[config.mk]
export PLATFORM = sky130hd
export DESIGN_NAME = count_controller
export DESIGN_NICKNAME = d
export VERILOG_FILES = /design/src/rtl/count_ctrl_pkg.sv /design/src/rtl/count_controller_core.sv /design/src/rtl/count_controller.sv
export SDC_FILE = /design/constraint.sdc
export NUM_CORES = 1
export LEC_CHECK = 0
export ABC_CLOCK_PERIOD_IN_PS = 1520
export CAP_MARGIN = 20
export CORE_MARGIN = 5
export CORE_UTILIZATION = 35
export DETAILED_ROUTE_END_ITERATION = 6
export GPL_TIMING_DRIVEN = 0
export PLACE_DENSITY = 0.72
export SLEW_MARGIN = 20
export SYNTH_ARGS = -nofsm -noshare
export SYNTH_HDL_FRONTEND = slang
export SYNTH_SLANG_ARGS = --single-unit
[constraint.sdc]
create_clock -name clk -period 1.52 [get_ports clk]
set_clock_uncertainty 0.05 [all_clocks]
set_input_delay 0.304 -clock clk [delete_from_list [all_inputs] [get_ports clk]]
set_output_delay 0.304 -clock clk [all_outputs]
set_load 0.02 [all_outputs]
[src/rtl/count_ctrl_pkg.sv]
// Shared types and constants for the count_controller block.
package count_ctrl_pkg;

  localparam int STATE_W          = 2;
  localparam int DEFAULT_WIDTH    = 8;
  localparam int DEFAULT_PRESCALE = 1;

  typedef enum logic [STATE_W-1:0] {
    IDLE = 2'd0,
    RUN  = 2'd1,
    DONE = 2'd2
  } state_t;

  // Prescaler register width; a PRESCALE of 1 still needs a 1-bit register.
  function automatic int presc_width(input int p);
    return (p <= 2) ? 1 : $clog2(p);
  endfunction

endpackage

[src/rtl/count_controller_core.sv]
// WIDTH-bit synchronous up-counter with clear (dominant) and enable.
module counter_core #(
  parameter int WIDTH = 8
) (
  input  logic             clk,
  input  logic             reset,
  input  logic             clr,
  input  logic             en,
  output logic [WIDTH-1:0] count
);

  always_ff @(posedge clk) begin
    if (reset || clr) begin
      count <= '0;
    end else if (en) begin
      count <= count + WIDTH'(1);
    end
  end

endmodule

[src/rtl/count_controller.sv]
// Start/stop sequencing controller for a prescaled 8-bit counter, one-shot or auto-reload.
// Optional snapshot capture port set is enabled with `define COUNT_CAPTURE_EN.
import count_ctrl_pkg::*;

module count_controller #(
  parameter int WIDTH    = DEFAULT_WIDTH,
  parameter int PRESCALE = DEFAULT_PRESCALE
) (
  input  logic               clk,
  input  logic               reset,
  input  logic               start,
  input  logic               stop,
  input  logic               auto_reload,
  input  logic [WIDTH-1:0]   term,
  output logic [WIDTH-1:0]   count,
  output logic               busy,
  output logic [STATE_W-1:0] dbg_state,
  output logic               done
`ifdef COUNT_CAPTURE_EN
  ,
  input  logic               capture,
  output logic [WIDTH-1:0]   cap_val,
  output logic               cap_valid
`endif
);

  localparam int            PW     = presc_width(PRESCALE);
  localparam logic [PW-1:0] PS_MAX = PW'(PRESCALE - 1);

  state_t           state;
  logic [PW-1:0]    presc;
  logic [WIDTH-1:0] term_q;
  logic             mode_q;
  logic             tick;
  logic             at_term;
  logic             cnt_clr;
  logic             cnt_en;

  assign dbg_state = state;
  assign tick      = (presc == PS_MAX);
  assign at_term   = (count == term_q);

  // Stop clears in every state; a (re)start clears from IDLE/DONE; a reload clears in RUN.
  assign cnt_clr = stop
                 || ((state != RUN) && start)
                 || ((state == RUN) && tick && at_term && mode_q);
  assign cnt_en  = (state == RUN) && tick && !at_term && !stop;

  counter_core #(.WIDTH(WIDTH)) u_core (
    .clk   (clk),
    .reset (reset),
    .clr   (cnt_clr),
    .en    (cnt_en),
    .count (count)
  );

  always_ff @(posedge clk) begin
    if (reset) begin
      state  <= IDLE;
      busy   <= 1'b0;
      done   <= 1'b0;
      presc  <= '0;
      term_q <= '0;
      mode_q <= 1'b0;
    end else begin
      done <= 1'b0;
      case (state)
        IDLE, DONE: begin
          if (stop) begin
            state <= IDLE;
            busy  <= 1'b0;
          end else if (start) begin
            term_q <= term;
            mode_q <= auto_reload;
            presc  <= '0;
            state  <= RUN;
            busy   <= 1'b1;
          end
        end
        RUN: begin
          if (stop) begin
            state <= IDLE;
            busy  <= 1'b0;
            presc <= '0;
          end else begin
            presc <= tick ? '0 : presc + PW'(1);
            if (tick && at_term) begin
              done <= 1'b1;
              if (!mode_q) begin
                state <= DONE;
                busy  <= 1'b0;
              end
            end
          end
        end
        default: begin
          state <= IDLE;
          busy  <= 1'b0;
        end
      endcase
    end
  end

`ifdef COUNT_CAPTURE_EN
  // Snapshot reflects the count visible before the capturing edge.
  always_ff @(posedge clk) begin
    if (reset) begin
      cap_val   <= '0;
      cap_valid <= 1'b0;
    end else begin
      cap_valid <= 1'b0;
      if ((state == RUN) && capture) begin
        cap_val   <= count;
        cap_valid <= 1'b1;
      end
    end
  end
`endif

endmodule

==> key figures <==
Placed design
  – Placement Cell Area: 1260 µm²
  – Gp weighted congestion: 0.757
  – # port buffers: 24
  – Pre-CTS setup slack: -0.475 ns
  – Hpwl dp: 1.53 mm

Global routing
  – Largest net degree at the start of global routing: 13
  – First-pass GRT wire length: 3.35 mm
  – Vias in the first global route: 791
  – Total gr overflow: 0
  – GRT Util Overall: 10.1%
  – Initial antenna violation count: 0

Synth
  – Syn_nets: 123
  – Post-synthesis compound-gate area fraction: 18.3%
  – Sequential area share after synthesis: 41.6%
  – EDFF count, synth: 0
  – Most common cell in the netlist: nand2_1
  – Netlist cell types: 30
  – FF+latch count, synth: 20
  – Largest family of logic cells by synthesized area: simple AND/OR/NAND/NOR gates
  – Synth area leaders: dfxtp_1 42%, nand2_1 8.6%, a21oi_1 7.8%, xnor2_1 6.4%, xor2_1 2.7%
  – Post-synthesis adder-cell area fraction: 1.30%
  – Post-synth top flop: dfxtp_1
  – Multiplexer area fraction after synthesis: 0%
  – Leading area contributor after synthesis: dfxtp_1
  – Post-Synthesis Cells: 109
  – Synth top cells by count: 22 x nand2_1, 20 x dfxtp_1, 15 x a21oi_1
  – Post-Synth XOR/XNOR Area: 10.8%
  – Syn Area/Cell: 8.84 µm²
  – Ys async rst share: 0%
  – Synth top area share: 41.6%
  – Synth Area in Simple Gates: 24.5%
  – Syn Std Cell Area: 963 µm²
  – YS warnings: 0

STA
  – Setup Viol. Count Final: 9
  – Fin crit share: 106%
  – Worst slew pin tran: 0.405 ns
  – Fmax: 0.618 GHz
  – Slack of the critical path: -0.0985 ns
  – Max_slew headroom: 73.0%
  – Endpoints failing hold: 0
  – Tmin final: 1.62 ns
  – RSZ-0062 raised after global routing: true
  – Slew Limit Fails: 0
  – Hold slack: 0.453 ns

Detailed routing
  – Routed Antenna Nets: 0
  – Avg WL per Cell: 12.7 µm
  – Drc violations: 0
  – DRT Pass-1 Iters: 4
  – Via count: 871
  – Final wirelength: 2.19 mm
  – Vias per cell: 5.03
  – DRT iter0 DRCs: 6

CTS
  – Clk sinks: 20
  – CTS tree: done
  – Clk root buf: clkbuf_4
  – H-tree Lvls: 1
  – Clock transition at path regs: 0.12 ns
  – Clock Tree Buf Depth: 2
  – CTS Buf Count: 3
  – Clk_lat worst skew: 0.31 ns
  – CTS Hold Buffers Added: 0

Die
  – Die X: 62.5 µm
  – Starting Density: 35.9%
  – Total core area: 2690 µm²
  – I/O pin total: 25
  – Die area: 3900 µm²
  – Die H: 62.5 µm
  – Row Count: 19

Finish
  – Multi-input logic area: 658 µm²
  – Area Growth Syn to Fin: 53.1%
  – Diodes inserted: 0
  – Share of layout cells above drive strength 1: 33.1%
  – Register Area: 433 µm²
  – Layout fillers: 246
  – Nets: 157
  – Design area: 1480 µm²

Critical path
  – Worst EP required: 1.67 ns
  – CP Launch Type: register
  – Setup CP Type: reg2reg
  – Crit Path Max Fanout: 8
  – Crit path DAT: 1.77 ns
  – Endpoint type of the worst setup path: register
  – Reg2reg setup slack: -0.1 ns

Job
  – Number of max-cap violations: 0

Worst hold path
  – Worst hold path class: reg2reg

Pwr
  – Power Density: 746 nW/µm²
  – LEAKAGE: 0.528 nW
  – Maximum VDD drop: 0.518 mV

Status
  – Outcome: finished with violations
  – Failing checks: setup timing
where the power goes:
part	switching, mW	internal [mW]	leakage [nW]	total [mW]
combinational	0.0855	0.0961	0.332	0.182
clock	0.173	0.201	0.0261	0.374
sequential	0.0181	0.527	0.170	0.545
total	0.277	0.824	0.528	1.10
through the flow:
step,std cells,util [%],power (mW),TNS (ns)
2_1_floorplan,109,-,0.648,-0.829
6_report,173,54.9,1.10,-0.750
5_1_grt,173,54.9,1.15,-1.78
3_5_place_dp,164,47.1,0.708,-5.12
4_1_cts,171,49.9,1.10,-0.817
3_3_place_gp,164,47.1,0.704,-4.62
placed cells by master (no fill, tap or decap), types with 3 or more instances in the layout:
master	instances
dfxtp_2	5
dfxtp_4	7
nand2_1	22
xnor2_2	5
buf_4	6
nand3_1	4
clkbuf_4	3
xnor2_4	3
dfxtp_1	8
clkdlybuf4s50_1	11
a21oi_1	10
xor2_1	3
a21oi_2	5
inv_1	3
dlygate4sd2_1	10
worst paths after layout:
| path | cells past startpoint | startpoint | end |
|---|---|---|---|
| worst max-delay path | 6 | u_core.count[0] | u_core.count[6] |
| worst min-delay path | 2 | term_q[1] | term_q[1] |
| worst max register to register | 6 | u_core.count[0] | u_core.count[6] |
| worst min register to register | 2 | term_q[1] | term_q[1] |
layout make-up:
class	count	area share, %
inverter	3	0.763
tap	31	2.63
sequential	20	29.3
buffer	3	1.02
multi-input combinational	82	44.6
timing repair buffer	30	18.4
clock buffer	4	3.22
worst max-delay path: stages (launching register included):
cell	delay, ns
dfxtp_4	0.40
xnor2_2	0.18
nand4_2	0.16
or2_4	0.32
o31ai_4	0.18
buf_6	0.18
a21oi_2	0.04
state kept, by name (all words and copies together) (netlist names):
signal	count
mode_q	1
busy	1
term_q	8
dbg_state	1
u_core.count	8
done	1
cells by family (layout without fill, tap and decap cells):
| kind of cell | Yosys count | after routing |
|---|---|---|
| buffers and inverters | 7 | 40 |
| XOR/XNOR | 11 | 11 |
| AO/OA/AOI/OAI | 26 | 26 |
| AND/OR/NAND/NOR | 44 | 44 |
| adder cells (fa/ha/maj) | 1 | 1 |
| flip-flops | 20 | 20 |
routing by layer:
metal | vias up | GRT usage (%) | part of all wire, %
met4 | 0 | 4.77 | 1.3
met3 | 2 | 2.88 | 5.1
li1 | 448 | - | -
met1 | 396 | 11.6 | 45
met5 | - | 0 | 0
met2 | 25 | 17.1 | 48
repair_timing:
action / CTS / global route
cloned: 0 / 0
endpoints found under the setup margin: 22 / 12
resized for setup: 17 / 28
buffers inserted: 3 / 3
pin swaps: 2 / 3
(Power assumes the default switching activity.)
